**src/rtl/multicycle_ctrl.sv**
```systemverilog
// rtl/multicycle_ctrl.sv - Moore-style multi-cycle sequencer for the RV32 subset datapath
module multicycle_ctrl #(
  parameter int MEM_WAIT_MAX = 15,
  parameter int CNT_W        = 8
) (
  input  logic       clk,
  input  logic       rst_n,
  input  logic [6:0] opcode,
  input  logic       zero,
  input  logic       mem_ready,
  output logic       pc_write,
  output logic       ir_write,
  output logic       reg_write,
  output logic [1:0] alu_src_a,
  output logic [1:0] alu_src_b,
  output logic [1:0] alu_op,
  output logic       mem_read,
  output logic       mem_write,
  output logic       mem_to_reg,
  output logic       pc_src,
  output logic       instr_done,
  output logic       trap,
  output logic [1:0] trap_cause,
  output logic [3:0] state_o
);

  localparam logic [3:0] S_FETCH    = 4'd0;
  localparam logic [3:0] S_DECODE   = 4'd1;
  localparam logic [3:0] S_EXEC_R   = 4'd2;
  localparam logic [3:0] S_EXEC_I   = 4'd3;
  localparam logic [3:0] S_MEM_ADDR = 4'd4;
  localparam logic [3:0] S_MEM_RD   = 4'd5;
  localparam logic [3:0] S_MEM_WB   = 4'd6;
  localparam logic [3:0] S_MEM_WR   = 4'd7;
  localparam logic [3:0] S_ALU_WB   = 4'd8;
  localparam logic [3:0] S_BRANCH   = 4'd9;
  localparam logic [3:0] S_TRAP     = 4'd10;

  localparam logic [CNT_W-1:0] CNT_LAST = CNT_W'(MEM_WAIT_MAX - 1);
  localparam logic [CNT_W-1:0] CNT_ONE  = CNT_W'(1);

  logic [3:0]       state_q, state_d;
  logic [CNT_W-1:0] cnt_q, cnt_d;
  logic             trap_q, trap_d;
  logic [1:0]       cause_q, cause_d;
  logic             waiting;

  assign waiting = (state_q == S_FETCH) || (state_q == S_MEM_RD) || (state_q == S_MEM_WR);

  always_comb begin
    state_d = state_q;
    cnt_d   = '0;
    trap_d  = trap_q;
    cause_d = cause_q;
    case (state_q)
      S_FETCH:    if (mem_ready) state_d = S_DECODE;
      S_DECODE: begin
        case (opcode)
          7'b0110011:             state_d = S_EXEC_R;
          7'b0010011:             state_d = S_EXEC_I;
          7'b0000011, 7'b0100011: state_d = S_MEM_ADDR;
          7'b1100011:             state_d = S_BRANCH;
          default: begin
            state_d = S_TRAP;
            trap_d  = 1'b1;
            cause_d = 2'b01;
          end
        endcase
      end
      S_EXEC_R, S_EXEC_I:               state_d = S_ALU_WB;
      S_MEM_ADDR:                       state_d = opcode[5] ? S_MEM_WR : S_MEM_RD;
      S_MEM_RD:   if (mem_ready)        state_d = S_MEM_WB;
      S_MEM_WR:   if (mem_ready)        state_d = S_FETCH;
      S_MEM_WB, S_ALU_WB, S_BRANCH:     state_d = S_FETCH;
      S_TRAP:                           state_d = S_TRAP;
      default:                          state_d = S_FETCH;
    endcase
    // An unanswered request on the last allowed wait cycle traps; mem_ready in that cycle still wins.
    if (waiting && !mem_ready) begin
      if (cnt_q == CNT_LAST) begin
        state_d = S_TRAP;
        trap_d  = 1'b1;
        cause_d = 2'b10;
      end else begin
        cnt_d = cnt_q + CNT_ONE;
      end
    end
  end

  always_ff @(posedge clk) begin
    if (!rst_n) begin
      state_q <= S_FETCH;
      cnt_q   <= '0;
      trap_q  <= 1'b0;
      cause_q <= 2'b00;
    end else begin
      state_q <= state_d;
      cnt_q   <= cnt_d;
      trap_q  <= trap_d;
      cause_q <= cause_d;
    end
  end

  always_comb begin
    pc_write   = 1'b0;
    ir_write   = 1'b0;
    reg_write  = 1'b0;
    alu_src_a  = 2'b00;
    alu_src_b  = 2'b00;
    alu_op     = 2'b00;
    mem_read   = 1'b0;
    mem_write  = 1'b0;
    mem_to_reg = 1'b0;
    pc_src     = 1'b0;
    instr_done = 1'b0;
    case (state_q)
      S_FETCH: begin
        mem_read  = 1'b1;
        alu_src_b = 2'b01;
        pc_write  = mem_ready;
        ir_write  = mem_ready;
      end
      S_DECODE: begin
        alu_src_a = 2'b10;
        alu_src_b = 2'b10;
      end
      S_EXEC_R: begin
        alu_src_a = 2'b01;
        alu_op    = 2'b10;
      end
      S_EXEC_I: begin
        alu_src_a = 2'b01;
        alu_src_b = 2'b10;
        alu_op    = 2'b11;
      end
      S_MEM_ADDR: begin
        alu_src_a = 2'b01;
        alu_src_b = 2'b10;
      end
      S_MEM_RD: mem_read = 1'b1;
      S_MEM_WB: begin
        reg_write  = 1'b1;
        mem_to_reg = 1'b1;
        instr_done = 1'b1;
      end
      S_MEM_WR: begin
        mem_write  = 1'b1;
        instr_done = mem_ready;
      end
      S_ALU_WB: begin
        reg_write  = 1'b1;
        instr_done = 1'b1;
      end
      S_BRANCH: begin
        alu_src_a  = 2'b01;
        alu_op     = 2'b01;
        pc_src     = 1'b1;
        pc_write   = zero;
        instr_done = 1'b1;
      end
      default: ;
    endcase
    // Held in reset, the datapath sees no enables or requests even though the state already reads FETCH.
    if (!rst_n) begin
      pc_write   = 1'b0;
      ir_write   = 1'b0;
      reg_write  = 1'b0;
      alu_src_a  = 2'b00;
      alu_src_b  = 2'b00;
      alu_op     = 2'b00;
      mem_read   = 1'b0;
      mem_write  = 1'b0;
      mem_to_reg = 1'b0;
      pc_src     = 1'b0;
      instr_done = 1'b0;
    end
  end

  assign trap       = trap_q;
  assign trap_cause = cause_q;
  assign state_o    = state_q;

endmodule

```
**config.mk**
```make
export PLATFORM = sky130hd
export DESIGN_NAME = multicycle_ctrl
export DESIGN_NICKNAME = d
export VERILOG_FILES = /design/src/rtl/multicycle_ctrl.sv
export SDC_FILE = /design/constraint.sdc
export NUM_CORES = 1
export LEC_CHECK = 0
export ABC_AREA = 0
export BUFFER_PORTS_ARGS = -buffer_cell sky130_fd_sc_hd__buf_2
export CORE_UTILIZATION = 49
export DETAILED_ROUTE_END_ITERATION = 10
export PLACE_DENSITY_LB_ADDON = 0.1
export SLEW_MARGIN = 20
export SYNTH_ARGS = -nofsm -noshare
export SYNTH_HDL_FRONTEND = slang
export SYNTH_SLANG_ARGS = --single-unit
export TNS_END_PERCENT = 5
```
**constraint.sdc**
```tcl
create_clock -name clk -period 1.8 [get_ports clk]
set_clock_uncertainty 0.2 [all_clocks]
set_input_delay 0.18 -clock clk [delete_from_list [all_inputs] [get_ports clk]]
set_output_delay 0.18 -clock clk [all_outputs]
set_load 0.02 [all_outputs]
```
# Word-level counts from Yosys, hierarchy flattened

Cells that the tools add are included.

Flip-flop bits (word level): 15
Bits of input ports: 11
Output and inout bits: 21
Logic and storage cells: 75

$add $sub $neg: 1
Eq/ne operators: 16
Muxes and demuxes: 38
Bitwise logic cells: 2
Reduce and logical (&&, ||, !) cells: 14

Operators by type and width:

| operator                                            | number |
|---|---|
| one-hot mux 4 bit (7 select lines)                  | 1 |
| 2-to-1 mux 4 bit                                    | 5 |
| 2-to-1 mux 1 bit                                    | 18 |
| equality test 4 x 3 -> 1 bit, second input constant | 4 |
| 2-to-1 mux 2 bit                                    | 8 |
| one-hot mux 4 bit (4 select lines)                  | 1 |
| equality test 7 x 6 -> 1 bit, second input constant | 2 |
| equality test 4 bit, second input constant          | 3 |
| OR reduction 3 bit                                  | 3 |
| adder 8 x 1 -> 8 bit, second input constant         | 1 |
| equality test 4 x 2 -> 1 bit, second input constant | 2 |
| equality test 8 x 4 -> 1 bit, second input constant | 1 |
| one-hot mux 2 bit (2 select lines)                  | 2 |
| OR reduction 2 bit                                  | 4 |
| equality test 7 x 2 -> 1 bit, second input constant | 1 |
| equality test 7 x 5 -> 1 bit, second input constant | 1 |
| equality test 7 bit, second input constant          | 1 |
| one-hot mux 2 bit (3 select lines)                  | 1 |
| OR reduction 5 bit                                  | 1 |
| equality test 4 x 1 -> 1 bit, second input constant | 1 |
| logical NOT 4 bit                                   | 1 |
| one-hot mux 1 bit (2 select lines)                  | 2 |
| OR reduction 4 bit                                  | 1 |
| logical OR 1 bit                                    | 2 |
| 3 further kinds                                     | 4 |

# Depth between registers and ports, before layout

Gate-level depths: netlist (run 1).

Word-level depth: 6
Depth in mapped cells: 6
Gate-level depth less buffers: 6

# Least setup slack after synthesis (run 1)

No wires, ideal clock.

Path kind: register to output
Start point: reg state_q[2], in the netlist state_o[2]
End point: out pc_write
Arrival: 1.689 ns
Required time: 1.420 ns
Slack: -0.269 ns
Stages on the path, launching flop included: 5
Path buffers: 0
Cells stage by stage: dfxtp_1 -> or3_4 -> nor2_1 -> and2_1 -> a21o_1

Cells in the longest elaborated chain, start to end: 3
Elaborated cells on any way between the ends: 4
Those cells by class: 1 x eq/ne; 2 x mux; 1 x reduce/logical

RTL lines:

| element                                                  | line | text |
|---|---|---|
| start: declaration                                       | 42   | `logic [3:0] state_q, state_d;` |
| start signal: assignment                                 | 97   | `state_q <= state_d;` |
| equality test 4 bit or logical NOT 4 bit (tied branches) | 116  | `case (state_q)` |
| one-hot mux 1 bit (2 select lines) *                     | 116  |  |
| 2-to-1 mux 1 bit *                                       | 164  | `if (!rst_n) begin` |
| end: declaration                                         | 11   | `output logic pc_write,` |

Mark *: on every way between the ends. The rest lies on a longest branch, timed or not.

# Final worst setup path (run 1)

Start point: reg state_q[1], in the netlist state_o[1]
End point: out alu_op[0]

Cells in the longest elaborated chain, start to end: 3
Elaborated cells on any way between the ends: 5
Those cells by class: 3 x eq/ne; 2 x mux

RTL lines:

| element                                                             | line | text |
|---|---|---|
| equality test 4 bit or equality test 4 x 2 -> 1 bit (tied branches) | 116  |  |
| one-hot mux 2 bit (3 select lines) *                                | 116  |  |
| 2-to-1 mux 2 bit *                                                  | 164  |  |
| end: declaration                                                    | 16   | `output logic [1:0] alu_op,` |

Marks and branches as above.

==> flow_summary.yaml, run 1 <==
yosys:
  synth.area.mux_share: 0
  yosys.area_share.xor_xnor: 0.0636
  synth_top_family_by_area: "simple AND/OR/NAND/NOR gates"
  synth.net_count: 135
  synthFlopType: "dfxtp_1"
  synth-adder-area-share: 0.0260
  avgSynthCellArea_um2: 7.90
  async_flop_share: 0
  synthCells: 122
  ys_types: 40
  ys_warn_count: 0
  synth-edff-count: 0
  ys_seq_area_frac: 0.312
  ys_ff_latch: 15
  synth-compound-area-share: 0.197
  yosys.area_share.simple: 0.362
  synth.cell_area_um2: 963
clock_network:
  tritoncts: "yes"
  cts.clk_slew.worst_paths_ns: 0.09
  cts_buffers: 3
  cts_sinks: 15
  htree_levels: 1
  clockBufferDepth: 2
  clock-root-buffer: "clkbuf_4"
  insertion_delay_ns: 0.28
cells_and_area:
  most-common-layout-cells: "buf_2, buf_4, nor2_1, dfxtp_1, nand2_1"
  final_common_cell: "buf_2"
  utilization: 0.778
  drive_gt1_frac: 0.413
  nNetsFinal: 181
  design_area_mm2: 0.00139
  area_growth_pct: 43.9
  n_antenna_cell: 0
  fillers: 132
  stdcell_count: 192
detailed_routing:
  dr.first_iter.drc_count: 22
  drc: 0
  wirelength_um: 2590
  antenna_left: 0
  drt_first_pass_iters: 4
  vias: 1053
  routedWlPerCell_um: 13.5
  routed_via_density: 5.48
critical_path:
  worstPathRequired_ns: 1.42
  startpoint_type: "flip-flop"
  crit_type: "flip-flop to output port"
  cpLargestDelayFamily: "buffers and inverters"
  arrival_ns: 1.47
  crit_chain: "buf_4 > buf_4 > xor2_1 > and3_1 > buf_2"
  cp_max_fo: 5
  cp-end-kind: "output port"
  path_buf_inv: 3
  worstReg2RegEnd: "trap"
  slowest_stage: "dfxtp_4"
  crit_top_cell: "buf_4"
  r2r.worst_path.cells: 5
  r2r_slack_ns: 0.02
  crit-reg2reg-launch: "state_o[2]"
  max_stage_delay_ns: 0.36
power_and_ir_drop:
  powerDensity_mw_per_mm2: 557
  p_seq_frac: 0.457
  clkPwrFrac: 0.242
  sw_frac_of_total: 0.306
  leakage_uw: 0.000634
  p_sw_uw: 236
  ir_worst_vdd_mv: 0.836
  p_int_uw: 535
  p_comb_frac: 0.301
status:
  violations: "negative setup slack"
  outcome: "finished with violations"
die:
  core_mm2: 0.00178
  initial_core_util: 0.540
  dieArea_mm2: 0.00215
  rows: 15
  fp.dieW_um: 46.3
  io_pins: 32
  die_h_um: 46.3
worst_hold_path:
  whs_endpoint: "state_o[2]"
  min_from: "opcode[4]"
  hold_path.class: "input pin to flip-flop"
  min_path_cells: 4
timing:
  finalCritPeriodShare: 1.03
  min_period_ns: 1.85
  setup_viol: 3
  tns_ns: -0.0867
  rsz0062_at_grt: "true"
  tightest_slew_ns: 0.439
  max_freq_mhz: 539
  slew_headroom: 0.705
  layout_setup_ws_ns: -0.0539
  hold_violations: 0
  slew_viol_final: 0
placed_design:
  port_buffers: 31
  post_dp_cell_area_mm2: 0.00120
  place_congestion: 0.865
  post-place-ws_ns: 0.103
  dp_cells: 182
  hpwl_um: 1810
global_routing:
  grt_pass1_vias: 922
  grt-ovfl-total: 0
  grt_pass1_wl_um: 3790
  track_usage: 0.245
  grt_max_degree: 16
  antenna_found_initial: 0
flow_run:
  cap_violations: 0
## repair_timing
action,4_1_cts,5_1_grt
setup buffers,6,0
cloned,0,0
pin swaps,1,1
hold buffers,0,0
gates resized for setup,17,15
endpoints found under the hold margin,0,0
endpoints found under the setup margin,11,16
## through the flow
step	total power, uW	hold WS [ns]
after detailed placement	544	0.252
after global routing	808	0.0452
after global placement	539	0.241
after floorplan	477	0.144
after CTS	755	0.0374
final	772	0.0370
## registers in the layout, indices dropped and copies added (netlist names)
name	cells
trap	1
trap_cause	2
state_o	4
cnt_q	8
## final cells by class
type,instances,area [um^2],share of cell area
clock buffers,4,26.3,0.0190
repair buffers,46,290,0.209
inverters,4,15.0,0.0108
multi-input cells,98,713,0.514
well taps,25,31.3,0.0226
flip-flops and latches,15,310,0.224
## worst register-to-register path, cell delays in order, from the launching register on
cell      delay (ns)
dfxtp_2         0.34
or3_4           0.40
buf_4           0.15
a211oi_4        0.28
and2_4          0.23
o31a_1          0.13
## metal layers
layer  global-route usage  routed length [um]  up-vias
met5                    0                   0        -
met4               0.0471                  22        0
met3               0.0745                 130        5
met2                0.428                1270       38
met1                0.293                1170      486
li1                     -                   -      524
## power groups by stage
stage	Combinational (uW)	Clock [uW]	Sequential (uW)
after global routing	251	204	354
after detailed placement	180	0	364
after CTS	213	190	351
final	232	187	352
after floorplan	107	0	370
after global placement	176	0	363
## synthesized netlist by cell type (2+ instances only)
cell,number,area share
buf_2,3,0.016
nor3_1,3,0.016
nand2_1,9,0.035
a21boi_0,3,0.023
dfxtp_1,15,0.31
inv_1,4,0.016
nor3b_1,2,0.016
ha_1,2,0.026
o21ai_0,3,0.016
xor2_1,3,0.027
a21oi_1,5,0.026
nand3b_1,2,0.016
nand3_1,4,0.021
nor2_1,19,0.074
o31a_1,2,0.018
xnor2_1,4,0.036
and2_1,4,0.026
nand2b_1,4,0.026
nor4_1,2,0.013
clkbuf_1,2,0.0078
nor2b_1,5,0.032
and3_1,4,0.026
## worst max-delay path by stage
| stage | start | to | slack (ns) | cells after the start |
|---|---|---|---|---|
| 5_1_grt | state_o[2] | pc_write | -0.10 | 5 |
| 2_1_floorplan | state_o[2] | mem_read | -0.12 | 3 |
| 3_3_place_gp | state_o[1] | trap_cause[1] | 0.13 | 4 |
| 4_1_cts | state_o[0] | pc_write | -0.04 | 5 |
| 6_report | state_o[1] | alu_op[0] | -0.05 | 5 |
| 3_5_place_dp | state_o[0] | cnt_q[2] | 0.10 | 4 |
## cells by family after synthesis
family          count (synthesis)
buf+inv                         9
fa+ha+maj                       2
xor+xnor                        7
simple gates                   64
compound gates                 25
flops                          15
Power figures use the tool's default switching activity.
==> run 2: changes to the inputs <==
CORE_UTILIZATION = 53   (was 49)
clock period = 2.2 ns   (was 1.8 ns; I/O delays follow)
==> flow_summary.yaml, run 2 (synthesis results as in run 1) <==
detailed_routing:
  vias: 947
  wirelength_um: 1990
  dr.first_iter.drc_count: 18
  drc: 0
  routed_via_density: 5.35
  antenna_left: 0
  drt_first_pass_iters: 4
  routedWlPerCell_um: 11.2
die:
  fp.dieW_um: 44.6
  core_mm2: 0.00171
  rows: 15
  dieArea_mm2: 0.00199
  io_pins: 32
  die_h_um: 44.6
  initial_core_util: 0.564
clock_network:
  cts.clk_slew.worst_paths_ns: 0.08
  cts_buffers: 3
  htree_levels: 1
  hold_buffers: 0
  clockBufferDepth: 2
  cts_sinks: 15
  tritoncts: "yes"
  clock-root-buffer: "clkbuf_4"
  insertion_delay_ns: 0.28
  cts_setup_buffers: 0
  cts_resized: 0
global_routing:
  grt_pass1_wl_um: 3250
  grt-ovfl-total: 0
  grt_pass1_vias: 804
  track_usage: 0.221
  grt_max_degree: 18
  antenna_found_initial: 0
timing:
  min_period_ns: 2.03
  fin_hold_ws_ns: 0.0670
  slew_headroom: 0.722
  finalCritPeriodShare: 0.922
  setup_viol: 0
  max_freq_mhz: 493
  tightest_slew_ns: 0.413
  rsz0062_at_grt: "false"
  hold_violations: 0
  tns_ns: 0
  slew_viol_final: 0
critical_path:
  slowest_stage: "or3_4"
  crit_type: "flip-flop to output port"
  arrival_ns: 1.61
  r2r_slack_ns: 0.47
  cp_max_fo: 17
  startpoint_type: "flip-flop"
  max_stage_delay_ns: 0.44
  worstPathRequired_ns: 1.78
  cp-end-kind: "output port"
  crit_chain: "or3_4 > nor2_1 > and2_1 > a21o_1 > buf_2"
cells_and_area:
  utilization: 0.678
  most-common-layout-cells: "buf_2, nor2_1, dfxtp_1, nand2_1"
  final_common_cell: "buf_2"
  drive_gt1_frac: 0.276
  top_register: "cnt_q"
  nNetsFinal: 166
  n_antenna_cell: 0
  area_growth_pct: 20.3
  largest_reg_flops: 8
  fillers: 153
power_and_ir_drop:
  leakage_uw: 0.000519
  powerDensity_mw_per_mm2: 495
  ir_worst_vdd_mv: 0.418
flow_run:
  cap_violations: 0
placed_design:
  place_congestion: 0.814
  hpwl_um: 1530
  port_buffers: 31
worst_hold_path:
  hold_path.class: "input pin to flip-flop"
status:
  outcome: "finished clean"
run 2: layout make-up:
type / instances / area (um^2) / area share
multi-input cells: 98 / 626 / 0.540
flip-flops and latches: 15 / 305 / 0.263
repair buffers: 31 / 155 / 0.134
well taps: 25 / 31.3 / 0.0270
clock buffers: 4 / 26.3 / 0.0227
inverters: 4 / 15.0 / 0.0130
run 2: per-layer routing:
layer | vias up | part of all wire | track usage
met2 | 25 | 0.51 | 0.406
met5 | - | 0 | 0
met3 | 4 | 0.041 | 0.0245
li1 | 487 | - | -
met1 | 431 | 0.43 | 0.258
met4 | 0 | 0.014 | 0.0909
run 2: final timing paths:
path,startpoint,endpoint,cells after the start
worst max register to register,state_o[2],cnt_q[3],4
worst max-delay path,state_o[2],pc_write,5
worst min register to register,cnt_q[0],cnt_q[0],1
worst min-delay path,opcode[4],state_o[2],4
run 2: through the flow:
step	cell area, um^2	power [uW]	worst slack [ns]	cells
floorplan	963	388	0.0907	122
global placement	1130	427	0.398	173
detailed placement	1130	430	0.356	173
CTS	1150	576	0.0441	177
global route	1160	605	0.0608	177
finish	1160	574	0.171	177
run 2: critical path, delay by kind of cell (launching register included):
kind | cells | cell delay, ns
AO/OA/AOI/OAI | 1 | 0.08
buffers and inverters | 1 | 0.15
flip-flops | 1 | 0.41
AND/OR/NAND/NOR | 3 | 0.70
run 2: where the power goes:
group          leakage (uW)  switching (uW)  internal [uW]  total [uW]
Combinational      0.000381            72.6           52.8         125
Clock             0.0000150            79.8           70.2         150
Sequential         0.000123            17.2            281         298
==> run 3: changes to the inputs <==
CORE_UTILIZATION = 55   (was 53)
CTS_BUF_LIST = sky130_fd_sc_hd__clkbuf_4   (was not set)
==> flow_summary.yaml, run 3 (synthesis results as in run 1) <==
detailed_routing:
  dr.first_iter.drc_count: 37
  routed_via_density: 5.65
  vias: 950
  antenna_left: 0
  routedWlPerCell_um: 12.2
  drc: 3
  drt_first_pass_iters: 9
  wirelength_um: 2050
critical_path:
  slowest_stage: "or3_4"
  crit-reg2reg-launch: "state_o[2]"
  worstPathRequired_ns: 1.78
  crit_chain: "or3_4 > nor2_1 > and2_1 > a21o_1 > buf_2"
  max_stage_delay_ns: 0.43
  cp-end-kind: "output port"
  crit_type: "flip-flop to output port"
  cp_max_fo: 17
  crit_start: "state_o[2]"
  arrival_ns: 1.64
  startpoint_type: "flip-flop"
placed_design:
  post-place-ws_ns: 0.338
  port_buffers: 31
  hpwl_um: 1530
  dp_cells: 164
  place_congestion: 0.801
timing:
  fin_hold_ws_ns: 0.0317
  max_freq_mhz: 486
  hold_violations: 0
  setup_viol: 0
  rsz0062_at_grt: "false"
  tns_ns: 0
  tightest_slew_ns: 0.435
  layout_setup_ws_ns: 0.142
  slew_viol_final: 0
  finalCritPeriodShare: 0.936
  slew_headroom: 0.702
  min_period_ns: 2.06
status:
  violations: "design-rule violations"
  outcome: "finished with violations"
clock_network:
  clock-root-buffer: "clkbuf_4"
  tritoncts: "yes"
  cts_sinks: 15
  cts_buffers: 3
  hold_buffers: 0
  clockBufferDepth: 2
  cts.clk_slew.worst_paths_ns: 0.09
  cts_setup_buffers: 0
  htree_levels: 1
  insertion_delay_ns: 0.29
die:
  dieArea_mm2: 0.00192
  fp.dieW_um: 43.9
  core_mm2: 0.00158
  io_pins: 32
  initial_core_util: 0.611
  rows: 14
  die_h_um: 43.9
cells_and_area:
  final_common_cell: "buf_2"
  area_growth_pct: 19.7
  n_antenna_cell: 0
  nNetsFinal: 166
  top_register: "cnt_q"
  most-common-layout-cells: "buf_2, nor2_1, dfxtp_1, nand2_1"
  drive_gt1_frac: 0.283
  largest_reg_flops: 8
  stdcell_count: 168
global_routing:
  grt_pass1_vias: 758
  antenna_found_initial: 0
  track_usage: 0.230
  grt_max_degree: 18
  grt-ovfl-total: 0
  grt_pass1_wl_um: 3360
power_and_ir_drop:
  ir_worst_vdd_mv: 0.513
  leakage_uw: 0.000519
  powerDensity_mw_per_mm2: 511
  finalPower_uw: 590
flow_run:
  cap_violations: 0
worst_hold_path:
  hold_path.class: "input pin to flip-flop"
  min_from: "opcode[4]"
[run 3: cell count changes in the layout (fill, tap and decap cells not counted)]
cell / before / now
clkbuf_1: 1 / 0
clkinvlp_4: 0 / 1
dfxtp_2: 4 / 3
dfxtp_4: 0 / 1
[run 3: area by class of cell]
class | instances | area, um^2
Timing Repair Buffer | 31 | 155
Clock buffer | 3 | 22.5
Inverter | 4 | 15.0
Clock inverter | 1 | 7.51
Tap cell | 16 | 20.0
Fill cell | 133 | 423
Sequential cell | 15 | 308
Multi-Input combinational cell | 98 | 626
[run 3: layer usage]
layer / global-route usage / wire length (um) / up-vias
li1: - / - / 487
met1: 0.323 / 972 / 412
met2: 0.349 / 878 / 48
met3: 0.0667 / 178 / 3
met4: 0.0545 / 19 / 0
met5: 0 / 0 / -
[run 3: critical path, delay by kind of cell (launching register included)]
family | cells | cell delay, ns
buffers and inverters | 1 | 0.15
flip-flops | 1 | 0.42
AO/OA/AOI/OAI | 1 | 0.08
AND/OR/NAND/NOR | 3 | 0.70
[run 3: repair_timing]
item,in CTS,in global routing
resized for setup,1,4
hold endpoints to repair,0,0
setup endpoints to repair,1,4
[run 3: worst paths after layout]
check | end | slack, ns | cells after the start
setup / recovery | pc_write | 0.14 | 5
hold / removal | state_o[2] | 0.03 | 4
setup reg to reg | cnt_q[3] | 0.46 | 4
hold reg to reg | cnt_q[0] | 0.27 | 1
[run 3: stage by stage]
step,instance area (um^2),utilization
after global routing,1150,0.732
after CTS,1150,0.728
after global placement,1120,0.708
after detailed placement,1120,0.708
after floorplan,963,-
final,1150,0.732
[run 3: power by group]
group | internal [uW] | switching (uW) | leakage (uW) | total [uW]
Sequential | 280 | 17.1 | 0.000124 | 297
Combinational | 52.9 | 73.6 | 0.000381 | 126
Clock | 69.3 | 96.7 | 0.0000139 | 166
